### src/rtl/alu_sequencer.sv
// alu_sequencer: control-side driver for the logic_unit datapath.
// Accepts one operation over a valid/ready request, drives the operands onto
// bus1/bus2, holds exactly one operation strobe for SETTLE cycles, captures
// bus3 and returns it over a valid/ready response.
module alu_sequencer #(
    parameter int WIDTH  = 16,
    parameter int SETTLE = 2
) (
    input  logic             clk,
    input  logic             rst_n,
    input  logic             req_valid,
    output logic             req_ready,
    input  logic [3:0]       req_op,
    input  logic [WIDTH-1:0] req_a,
    input  logic [WIDTH-1:0] req_b,
    output logic             resp_valid,
    input  logic             resp_ready,
    output logic [WIDTH-1:0] resp_result,
    output logic             resp_err,
    output logic             resp_zero,
    output logic             passthrough,
    output logic             add,
    output logic             sub,
    output logic             shr,
    output logic             shl,
    output logic             band,
    output logic             bor,
    output logic             bxor,
    output logic             bnegate,
    output logic [WIDTH-1:0] bus1,
    output logic [WIDTH-1:0] bus2,
    input  logic [WIDTH-1:0] bus3
);

    typedef enum logic [1:0] {
        IDLE,
        EXEC,
        DONE
    } state_t;

    // The counter is loaded with SETTLE-1 so the strobe spans exactly SETTLE cycles.
    localparam logic [3:0] SETTLE_M1 = 4'(SETTLE - 1);

    state_t           state_q;
    logic [3:0]       cnt_q;
    logic [8:0]       strobe_q;
    logic [8:0]       strobe_d;
    logic             op_legal;
    logic [WIDTH-1:0] bus1_q;
    logic [WIDTH-1:0] bus2_q;
    logic [WIDTH-1:0] result_q;
    logic             err_q;
    logic             zero_q;
    logic             accept;

    // Handshake status is decoded straight from the state; req_ready is
    // additionally forced low while reset is held.
    assign req_ready  = rst_n && (state_q == IDLE);
    assign resp_valid = (state_q == DONE);
    assign accept     = req_valid && req_ready;

    assign resp_result = result_q;
    assign resp_err    = err_q;
    assign resp_zero   = zero_q;
    assign bus1        = bus1_q;
    assign bus2        = bus2_q;

    // Strobe vector bit order matches the opcode numbering (bit n = opcode n).
    assign passthrough = strobe_q[0];
    assign add         = strobe_q[1];
    assign sub         = strobe_q[2];
    assign shr         = strobe_q[3];
    assign shl         = strobe_q[4];
    assign band        = strobe_q[5];
    assign bor         = strobe_q[6];
    assign bxor        = strobe_q[7];
    assign bnegate     = strobe_q[8];

    // Decode the incoming opcode into a one-hot strobe; illegal opcodes decode to none.
    always_comb begin
        strobe_d = 9'd0;
        op_legal = (req_op <= 4'd8);
        if (op_legal) begin
            strobe_d = 9'd1 << req_op;
        end
    end

    // Sequencer FSM with all outputs registered so the strobes are glitch-free.
    always_ff @(posedge clk or negedge rst_n) begin
        if (!rst_n) begin
            state_q  <= IDLE;
            cnt_q    <= 4'd0;
            strobe_q <= 9'd0;
            bus1_q   <= '0;
            bus2_q   <= '0;
            result_q <= '0;
            err_q    <= 1'b0;
            zero_q   <= 1'b1;
        end else begin
            case (state_q)
                IDLE: begin
                    if (accept) begin
                        bus1_q <= req_a;
                        bus2_q <= req_b;
                        if (op_legal) begin
                            strobe_q <= strobe_d;
                            cnt_q    <= SETTLE_M1;
                            state_q  <= EXEC;
                        end else begin
                            result_q <= '0;
                            zero_q   <= 1'b1;
                            err_q    <= 1'b1;
                            state_q  <= DONE;
                        end
                    end
                end
                EXEC: begin
                    if (cnt_q == 4'd0) begin
                        result_q <= bus3;
                        zero_q   <= (bus3 == '0);
                        err_q    <= 1'b0;
                        strobe_q <= 9'd0;
                        state_q  <= DONE;
                    end else begin
                        cnt_q <= cnt_q - 4'd1;
                    end
                end
                DONE: begin
                    if (resp_ready) begin
                        err_q   <= 1'b0;
                        state_q <= IDLE;
                    end
                end
                default: begin
                    strobe_q <= 9'd0;
                    state_q  <= IDLE;
                end
            endcase
        end
    end

endmodule

### config.mk
export PLATFORM = sky130hd
export DESIGN_NAME = alu_sequencer
export DESIGN_NICKNAME = d
export VERILOG_FILES = /design/src/rtl/alu_sequencer.sv
export SDC_FILE = /design/constraint.sdc
export NUM_CORES = 1
export LEC_CHECK = 0
export CAP_MARGIN = 20
export CORE_UTILIZATION = 35
export CTS_CLUSTER_SIZE = 25
export DETAILED_ROUTE_END_ITERATION = 10
export DONT_BUFFER_PORTS = 1
export PLACE_DENSITY = 0.58
export SYNTH_ARGS = -nofsm -noshare
export SYNTH_HDL_FRONTEND = slang
export SYNTH_SLANG_ARGS = --single-unit
### constraint.sdc
create_clock -name clk -period 4.8 [get_ports clk]
set_input_delay 0.96 -clock clk [delete_from_list [all_inputs] [get_ports clk]]
set_output_delay 0.96 -clock clk [all_outputs]
set_load 0.005 [all_outputs]
======== Word level (Yosys, flattened, before mapping) ========
Index checks and enable logic that the tools add are counted.
word-level totals
  register bits after elaboration ......... 65
  output and inout bits ................... 61
  word-level logic and storage cells ...... 57
operators by class
  add/subtract/negate cells ............... 1
  magnitude comparators ................... 1
  eq/ne operators ......................... 8
  shift-type cells ........................ 1
  muxes and demuxes ....................... 24
  bitwise operators ....................... 1
  reduce and logical (&&, ||, !) cells .... 13
operators with widths
  cell                                                  number
  two-way mux 16 bit                                    3
  case mux 16 bit (2 select lines)                      1
  two-way mux 9 bit                                     3
  case mux 9 bit (3 select lines)                       1
  logical NOT 16 bit                                    1
  two-way mux 4 bit                                     3
  AND reduction 4 bit                                   3
  != test 2 bit (second input constant)                 5
  << shifter 1 x 4 -> 9 bit (first input constant)      1
  two-way mux 2 bit                                     4
  case mux 4 bit (2 select lines)                       1
  case mux 2 bit (3 select lines)                       1
  two-way mux 1 bit                                     5
  AND reduction 5 bit                                   1
  <= comparator 4 bit (second input constant)           1
  logical NOT 4 bit                                     1
  subtractor 4 x 1 -> 4 bit (second input constant)     1
  case mux 1 bit (3 select lines)                       1
  AND reduction 3 bit                                   1
  nonzero test 3 bit                                    1
  equality test 2 x 1 -> 1 bit (second input constant)  1
  equality test 2 bit (second input constant)           1
  logical AND 1 bit                                     2
  logical NOT 2 bit                                     1
  5 further kinds                                       5

======== Logic depth before layout (Yosys ltp) ========
Gate-level depths: netlist of run 1.
  depth after elaboration ................. 5
  gate-level depth with buffers ........... 8

======== Least setup slack after synthesis of run 1 ========
Ideal clock, no wire load.
  path kind ............................... input port to flip-flop
  start point ............................. input port req_op[0]
  end point ............................... register strobe_q[0]
  data arrival time ....................... 2.337 ns
  data required time ...................... 4.675 ns
  slack ................................... 2.338 ns
  stages on the path ...................... 5
  path buffers ............................ 1
  cells stage by stage .................... o311a_1 -> or2_1 -> or3_1 -> buf_6 -> mux2_4
between the ends
  word-level cells in the longest chain between the ends .. 4
ends and longest elaborated chain
  element                                                      RTL line  RTL
  start, declared                                              13        input logic [3:0] req_op,
  branches (longest 4 deep; another with <= comparator 4 bit)  -
  end signal, assigned                                         106       strobe_q <= strobe_d;
  end, declared                                                46        logic [8:0] strobe_q;
Several ways; the timed one is not identified. The select of a mux whose other input is x is not followed.
A chain may end at the register's enable or synchronous reset.

======== Worst setup path in the final report of run 1 ========
  start point ............................. register state_q[0]
  end point ............................... register strobe_q[3]
between the ends
  word-level cells in the longest chain between the ends .. 5
ends and longest elaborated chain
  element                        RTL line  RTL
  start, declared                44        state_t state_q;
  start signal, assigned         91        state_q <= IDLE;
  start signal, assigned         108       state_q <= EXEC;
  start signal, assigned         113       state_q <= DONE;
  logical NOT 2 bit              58, 100
  logical AND 1 bit              58        assign req_ready = rst_n && (state_q == IDLE);
  logical AND 1 bit              60        assign accept = req_valid && req_ready;
  != test 2 bit (no line)        -
  AND reduction 4 bit (no line)  -
Parallel ways exist; a longest one is shown, timed or not.

==> results of run 1 <==
==> where the power goes <==
part | internal (uW) | total (uW) | leakage, uW | switching [uW]
combinational | 261 | 490 | 0.000474 | 228
sequential | 769 | 934 | 0.000822 | 164
clock | 254 | 463 | 0.0000985 | 208
total | 1280 | 1890 | 0.00140 | 601
==> kinds of logic (layout without fill, tap and decap cells) <==
| logic type | after synthesis | count (layout) | synth area share [%] |
|---|---|---|---|
| buffers and inverters | 18 | 27 | 2.89 |
| adders and majority gates | 6 | 6 | 2.71 |
| AOI/OAI and AO/OA | 31 | 31 | 8.84 |
| muxes | 42 | 42 | 18.2 |
| DFF | 65 | 65 | 58.7 |
| and+or+nand+nor | 42 | 42 | 8.70 |
==> stage by stage <==
step	utilization [%]	instance area [um2]	worst slack, ns	std cells
2_1_floorplan	-	2780	2.34	204
3_3_place_gp	37.3	2860	2.13	298
3_5_place_dp	37.3	2860	2.12	298
4_1_cts	39.9	3070	2.29	314
5_1_grt	40.1	3080	2.13	315
6_report	40.1	3080	2.31	315
==> critical path: stages, from the launching register on <==
cell      delay, ns
dfrtp_1        0.40
inv_1          0.10
ha_1           0.33
a21boi_0       0.49
or2_1          0.23
or3_1          0.47
mux2_4         0.34
==> flip-flops by register name, indices dropped and copies added, names as in the netlist <==
signal	flops
resp_err	1
cnt_q	4
strobe_q	9
resp_zero	1
bus2	16
bus1	16
state_q	2
resp_result	16
==> Yosys cell counts, types with 2 or more instances <==
| cell type | instances |
|---|---|
| dfrtp_1 | 64 |
| mux2_2 | 32 |
| a22o_1 | 16 |
| inv_1 | 9 |
| mux2_4 | 9 |
| nor2_1 | 8 |
| ha_1 | 6 |
| o21ai_0 | 5 |
| buf_2 | 4 |
| nand2_1 | 4 |
| nand3b_1 | 4 |
| nor4_1 | 4 |
| and3_1 | 3 |
| buf_1 | 3 |
| nand2b_1 | 3 |
| nand3_1 | 3 |
| nor3_1 | 3 |
| and2_1 | 2 |
| or3b_1 | 2 |
==> worst max-delay path by stage <==
stage	from	cells past startpoint	endpoint
after floorplan	req_op[0]	5	strobe_q[0]
after CTS	state_q[0]	6	strobe_q[3]
after global placement	req_op[0]	4	strobe_q[3]
final	state_q[0]	6	strobe_q[3]
after detailed placement	req_op[0]	4	strobe_q[5]
after global routing	state_q[0]	6	strobe_q[3]
==> final cells by class <==
class                           count  area (um2)
Fill cell                         745        4610
Timing Repair Buffer                2        18.8
Multi-Input combinational cell    121        1070
Inverter                            9        33.8
Clock inverter                      6        67.6
Tap cell                          102         128
Sequential cell                    65        1630
Clock buffer                       10         138
==> per-layer routing <==
layer | part of all wire [%] | up-vias | track usage [%]
li1 | - | 751 | -
met1 | 42 | 764 | 16.2
met2 | 47 | 85 | 21.4
met3 | 9.0 | 8 | 6.45
met4 | 1.5 | 0 | 7.54
met5 | 0 | - | 0
==> results_dict.tcl, run 1 <==
set metrics [dict create \
    status "finished clean" \
    dr_total_vias 1608 \
    grt_max_degree 68 \
    clockBufferDepth 2 \
    cts-root-buf "clkbuf_8" \
    clock_latency_ns 0.33 \
    critical_path_class "reg2reg" \
    cts.sinks 65 \
    postSynthCellCount 204 \
    cp.arrival_ns 2.71 \
    drc 0 \
    hold_class "in2async" \
    regToRegStartpoint "state_q[0]" \
    synth_area_per_cell_um2 13.6 \
    routed_wl_mm 5.42 \
    synthTopCellsByArea "dfrtp_1 58%, mux2_2 13%, a22o_1 5.0%" \
    synth_fp_nets 266 \
    leakage_uw 0.00140 \
    reg2reg_slack_ns 2.31 \
    synth_cell_types 39 \
    power_uw 1890 \
    cts_tree "yes" \
    synth-edff-count 0 \
    port_buffers 0 \
    finalNetCount 270 \
    start_kind "flip-flop" \
    crit_fanout 10 \
    cap_viol_max_count 0 \
    hold_violations 0 \
    slew_viol_final 0 \
    grt-ovfl-total 0 \
    viasPerCell 5.10 \
    dr.first_iter.drc_count 31 \
    ys_warn_count 0 \
    rr_endpoint "strobe_q[3]" \
    rows 32 \
    period_needed_ns 2.49 \
    core_um2 7690 \
    cts.repair.resized 0 \
    ios 117 \
    tritoncts.num_buffers 9 \
    async_reset_ff_share_pct 100 \
    holdWs_ns 0.310 \
    layout_commonest_cell "dfrtp_1" \
    avgRoutedWirePerCell_um 17.2 \
    synth_top_area_share_pct 57.7 \
    htree_levels 3 \
    relSlewSlack_pct 60.1 \
    cts_setup_buffers 0 \
    grt.total_usage_pct 14.0 \
    final_cell_mix "64 x dfrtp_1, 32 x mux2_2, 16 x a22o_1" \
    ys.flop_type "dfrtp_1" \
    rsz0062_at_grt "no" \
    place.gp.congestion 0.716 \
    peakVddDrop_v 0.000172 \
    seq_area_frac_synth_pct 58.7 \
    cp-end-kind "flip-flop" \
    diodes 0 \
    dp_hpwl_mm 3.86 \
    clk_pin_slew_worst_paths_ns 0.08 \
    ys_ff_latch 65 \
    grt_pass1_wl_mm 8.51 \
    grt_pass1_vias 1655 \
    syn2layout_area_growth_pct 11.0 \
    antenna_left 0 \
    post-route-period-util_pct 51.9 \
    tightest_slew_ns 0.598 \
    antenna_found_initial 0 \
    ff2ff_path_depth 6 \
    dr.pass1.iters 4 \
    power.density_nw_per_um2 612 \
    critPathRequiredTime_ns 5.01 \
    drive_gt1_share_pct 28.6 \
    synth_area_leader_cell "dfrtp_1" \
    start_util_pct 36.1 \
    cts_hold_buf 0 \
    syn_area_um2 2780 \
    finalClockSkew_ns 0.00806 \
    die_y_um 91.0 \
    setup_tns_ns 0 \
    die-area_um2 8290 \
    dieWidth_um 91.0 \
    setup_violations 0 \
    timing.fmax_mhz 401 \
]
Power figures use the tool's default switching activity.
==> inputs of run 2 (changes only) <==
--- a/config.mk
+++ b/config.mk
@@ -5,6 +5,7 @@
 export SDC_FILE = /design/constraint.sdc
 export NUM_CORES = 1
 export LEC_CHECK = 0
+export ABC_AREA = 1
 export CAP_MARGIN = 20
 export CORE_UTILIZATION = 35
 export CTS_CLUSTER_SIZE = 25
==> constraint.sdc (replaced) <==
create_clock -name clk -period 2.5 [get_ports clk]
set_input_delay 0.5 -clock clk [delete_from_list [all_inputs] [get_ports clk]]
set_output_delay 0.5 -clock clk [all_outputs]
set_load 0.005 [all_outputs]
==> run 2 against run 1 <==
Net effect: clock power grew 120%; utilization grew 0.24 points; combinational power grew to 2.8 times the previous value; largest cell class unchanged; largest power group unchanged; sequential power grew 99%.
==> results_dict.tcl, run 2 <==
set metrics [dict create \
    synth_top_area_share_pct 53.6 \
    post-route-period-util_pct 78.3 \
    diodes 0 \
    drc 0 \
    synth_common_cells "65 x nand2_1, 64 x dfrtp_1, 32 x mux2_2" \
    viasPerCell 5.17 \
    synth_fp_nets 355 \
    synth_cell_types 27 \
    routed_wl_mm 6.64 \
    relSlewSlack_pct 72.0 \
    port_buffers 0 \
    die-area_um2 8910 \
    die_y_um 94.4 \
    start_util_pct 36.3 \
    postSynthCellCount 293 \
    antenna_left 0 \
    hold_class "in2async" \
    slew_viol_final 0 \
    regToRegStartpoint "state_q[0]" \
    dr.pass1.iters 4 \
    final_cell_mix "65 x nand2_1, 64 x dfrtp_1, 32 x mux2_2" \
    fill_cells 807 \
    hold_violations 0 \
    cp.arrival_ns 1.46 \
    rsz0062_at_grt "no" \
    grt-ovfl-total 0 \
    antenna_found_initial 0 \
    grt_pass1_vias 2072 \
    final_util_pct 40.3 \
    ios 117 \
    syn2layout_area_growth_pct 10.9 \
    synth_area_leader_cell "dfrtp_1" \
    grt.total_usage_pct 15.1 \
    tritoncts.num_buffers 9 \
    reg2reg_slack_ns 0.61 \
    layout_commonest_cell "nand2_1" \
    ys.flop_type "dfrtp_1" \
    grt_max_degree 66 \
    grt_pass1_wl_mm 10.1 \
    avgRoutedWirePerCell_um 16.3 \
    core_um2 8220 \
    cts.repair.resized 0 \
    setup_tns_ns 0 \
    seq_area_frac_synth_pct 54.5 \
    rr_endpoint "resp_result[0]" \
    drive_gt1_share_pct 22.5 \
    start_kind "flip-flop" \
    power.density_nw_per_um2 1280 \
    leakage_uw 0.00158 \
    cp-end-kind "output port" \
    critical_path_class "reg2out" \
    dr_total_vias 2104 \
    finalClockSkew_ns 0.00945 \
    dr.first_iter.drc_count 49 \
    clock_latency_ns 0.34 \
    timing.fmax_mhz 511 \
    tightest_slew_ns 0.420 \
    period_needed_ns 1.96 \
    synth-edff-count 0 \
    peakVddDrop_v 0.000585 \
    rows 33 \
    crit_fanout 10 \
    cts_setup_buffers 0 \
    yosysMostFrequentCell "nand2_1" \
    clockBufferDepth 2 \
    htree_levels 3 \
    cts_tree "yes" \
    dieWidth_um 94.4 \
    status "finished clean" \
    cts.sinks 65 \
    cap_viol_max_count 0 \
    ys_ff_latch 65 \
    dp_hpwl_mm 4.59 \
    finalNetCount 359 \
    ff2ff_path_depth 7 \
    ys_warn_count 0 \
    synth_area_per_cell_um2 10.2 \
    synthTopCellsByArea "dfrtp_1 54%, mux2_2 12%, nand2_1 8.2%" \
    syn_area_um2 2990 \
    cts-root-buf "clkbuf_8" \
    setup_violations 0 \
    critPathRequiredTime_ns 2.00 \
    async_reset_ff_share_pct 100 \
    place.gp.congestion 0.750 \
    clk_pin_slew_worst_paths_ns 0.08 \
]
-- run 2: per-layer routing --
layer  wire length [um]  GRT usage, %
met5                  0             0
met1               2710          17.2
met3                757          7.33
met2               3020          23.6
met4                150          7.31
-- run 2: metrics by stage --
| step | power [uW] | hold WS, ns | std cells | setup WS [ns] | cell area (um2) |
|---|---|---|---|---|---|
| after floorplan | 2940 | 0.204 | 293 | 0.971 | 2990 |
| after global placement | 3190 | 0.206 | 390 | 0.708 | 3060 |
| after detailed placement | 3240 | 0.206 | 390 | 0.651 | 3060 |
| after CTS | 4290 | 0.0348 | 407 | 0.523 | 3310 |
| after global routing | 4570 | 0.0391 | 407 | 0.418 | 3310 |
| final | 4230 | 0.0351 | 407 | 0.542 | 3310 |
-- run 2: kinds of logic after synthesis --
kind of cell	share of synthesized area, %
AND/OR/NAND/NOR	20.9
flip-flops	54.5
multiplexers	12.1
AO/OA/AOI/OAI	5.19
buffers and inverters	4.57
adder cells (fa/ha/maj)	2.51
XOR/XNOR	0.293
-- run 2: where the power goes --
part	total, uW	leakage (uW)	switching, uW	internal [uW]
registers	1860	0.000817	344	1520
clock network	1000	0.000113	412	588
logic	1360	0.000651	834	531
-- run 2: repair_timing --
action	CTS	global route
hold buffers	1	0
endpoints found under the hold margin	65	0
setup endpoints to repair	0	0
-- run 2: worst max-delay path by stage --
stage,start,to,depth (start not counted)
floorplan,state_q[0],strobe_q[0],9
global placement,state_q[0],resp_result[15],7
detailed placement,state_q[0],resp_result[0],7
CTS,state_q[0],req_ready,4
global route,state_q[0],resp_result[0],7
finish,state_q[0],req_ready,4
-- run 2: area by class of cell --
cell class / count / area (um2) / share of cell area, %
inverters: 14 / 52.6 / 1.59
multi-input cells: 202 / 1220 / 36.9
clock buffers: 11 / 141 / 4.27
well taps: 105 / 131 / 3.97
flip-flops and latches: 65 / 1630 / 49.1
clock inverters: 5 / 78.8 / 2.38
repair buffers: 5 / 57.6 / 1.74
-- run 2: critical path, cell delays in order (launching register included) --
cell	delay, ns
dfrtp_1	0.42
inv_1	0.10
ha_1	0.42
nand2_1	0.10
inv_1	0.09
==> inputs of run 3 (changes only) <==
--- a/config.mk
+++ b/config.mk
@@ -11,7 +11,7 @@
 export CTS_CLUSTER_SIZE = 25
 export DETAILED_ROUTE_END_ITERATION = 10
 export DONT_BUFFER_PORTS = 1
-export PLACE_DENSITY = 0.58
+export PLACE_DENSITY = 0.6
 export SYNTH_ARGS = -nofsm -noshare
 export SYNTH_HDL_FRONTEND = slang
 export SYNTH_SLANG_ARGS = --single-unit
==> constraint.sdc (replaced) <==
create_clock -name clk -period 1.7 [get_ports clk]
set_input_delay 0.34 -clock clk [delete_from_list [all_inputs] [get_ports clk]]
set_output_delay 0.34 -clock clk [all_outputs]
set_load 0.005 [all_outputs]
==> run 3 against run 2 <==
Net effect: final cell count up 0.98%; the run now ends with negative hold slack left; critical path depth up 1; combinational power up 60%; flip-flop and latch count unchanged; largest cell class unchanged; clock-buffer cell count down 1; global-route usage down 0.32 points; die area unchanged.
==> results_dict.tcl, run 3 (same netlist as run 2, synthesis figures left out) <==
set metrics [dict create \
    p_sw_share_pct 35.2 \
    dr.first_iter.drc_count 50 \
    hold_violations 65 \
    antenna_left 0 \
    power_switching_uw 2350 \
    finalNetCount 363 \
    power.density_nw_per_um2 1950 \
    dr_total_vias 2097 \
    grt.total_usage_pct 14.8 \
    rsz0062_at_grt "yes" \
    post-route-period-util_pct 95.9 \
    place_ws_ns -0.00387 \
    dr.pass1.iters 4 \
    leakage_uw 0.00162 \
    die-area_um2 8910 \
    syn2layout_area_growth_pct 14.6 \
    finalClockSkew_ns 0.0127 \
    grt_pass1_wl_mm 9.85 \
    seqPwrFrac_pct 40.8 \
    cp-end-kind "output port" \
    cap_viol_max_count 0 \
    routed_wl_mm 6.38 \
    tritoncts.num_buffers 9 \
    grt-ovfl-total 0 \
    diodes 0 \
    pwr-share-comb_pct 32.4 \
    critical_path_class "reg2out" \
    peakVddDrop_v 0.000502 \
    violations "negative hold slack" \
    cts-root-buf "clkbuf_8" \
    cp.arrival_ns 1.29 \
    critPathRequiredTime_ns 1.36 \
    tightest_slew_ns 0.416 \
    final_cell_mix "65 x nand2_1, 64 x dfrtp_1, 32 x mux2_2" \
    place.gp.congestion 0.804 \
    rows 33 \
    drc 0 \
    grtUsageMet1_pct 16.7 \
    busiest_layer "met2" \
    ios 117 \
    slew_viol_final 0 \
    core_um2 8220 \
    p_clk_share_pct 26.7 \
    port_buffers 0 \
    reg2reg_slack_ns 0.11 \
    start_util_pct 36.3 \
    status "finished with violations" \
    dp_hpwl_mm 4.53 \
    grtUsageMet2_pct 23.2 \
    avgRoutedWirePerCell_um 15.5 \
    relSlewSlack_pct 72.2 \
    gr-usage-met3_pct 6.12 \
    clockBufferDepth 2 \
    start_kind "flip-flop" \
    timing.final.ws_setup_ns 0.0690 \
    holdWs_ns -0.313 \
    antenna_found_initial 0 \
    setup_violations 0 \
    dieWidth_um 94.4 \
    period_needed_ns 1.63 \
    final_area_um2 3420 \
    cts.sinks 65 \
    hold_class "in2async" \
    crit_fanout 6 \
    placed_area_um2 3120 \
    cts_tree "yes" \
    grt_max_degree 69 \
    timing.fmax_mhz 613 \
    drive_gt1_share_pct 24.8 \
    clock_latency_ns 0.35 \
    die_y_um 94.4 \
    grt_pass1_vias 2076 \
    layout_commonest_cell "nand2_1" \
    cellInternalPower_uw 4330 \
    viasPerCell 5.10 \
    htree_levels 3 \
    clk_pin_slew_worst_paths_ns 0.08 \
]
[run 3: power groups by stage]
stage / clock network [uW] / logic [uW] / registers [uW]
2_1_floorplan: 0 / 1700 / 2620
6_report: 1790 / 2170 / 2730
5_1_grt: 1920 / 2430 / 2840
3_3_place_gp: 0 / 2050 / 2740
3_5_place_dp: 0 / 2120 / 2770
4_1_cts: 1850 / 2160 / 2750
[run 3: path summary, 6_finish.rpt]
check | from | to | cells past startpoint
hold reg to reg | resp_zero | resp_zero | 2
hold / removal | rst_n | resp_result[4] | 0
min in group clk | bus3[1] | resp_result[1] | 2
setup reg to reg | state_q[1] | resp_result[12] | 8
max in group asynchronous | rst_n | resp_zero | 0
setup / recovery | state_q[0] | req_ready | 5
[run 3: per-layer routing]
metal	share of wire [%]	up-vias	routed length, um
met5	0	-	0
met4	2.7	0	172
met3	9.8	18	623
met2	45	100	2900
met1	42	977	2690
li1	-	1002	-
[run 3: final cells by class]
| cell class | instances | area, um2 |
|---|---|---|
| clock inverters | 6 | 136 |
| repair buffers | 9 | 92.6 |
| inverters | 14 | 52.6 |
| flip-flops and latches | 65 | 1630 |
| fillers | 816 | 4790 |
| multi-input cells | 202 | 1240 |
| clock buffers | 10 | 138 |
| well taps | 105 | 131 |
[run 3: what timing repair did]
action,CTS,global route
endpoints found under the hold margin,65,65
setup buffers,0,1
gates resized for setup,2,3
setup endpoints to repair,2,23
[run 3: through the flow]
stage	hold slack, ns	total power [uW]	setup TNS, ns	std cells	utilization, %
global route	-0.350	7190	-0.0496	411	41.7
detailed placement	0.0458	4900	-0.00387	394	38.0
global placement	0.0457	4790	0	394	38.0
CTS	-0.341	6750	0	410	41.4
floorplan	0.0444	4320	0	293	-
finish	-0.313	6690	0	411	41.7
[run 3: worst max-delay path, stage by stage (launching register included)]
cell	delay, ns
dfrtp_1	0.42
inv_2	0.10
ha_4	0.18
buf_4	0.15
nand2_1	0.05
inv_1	0.06
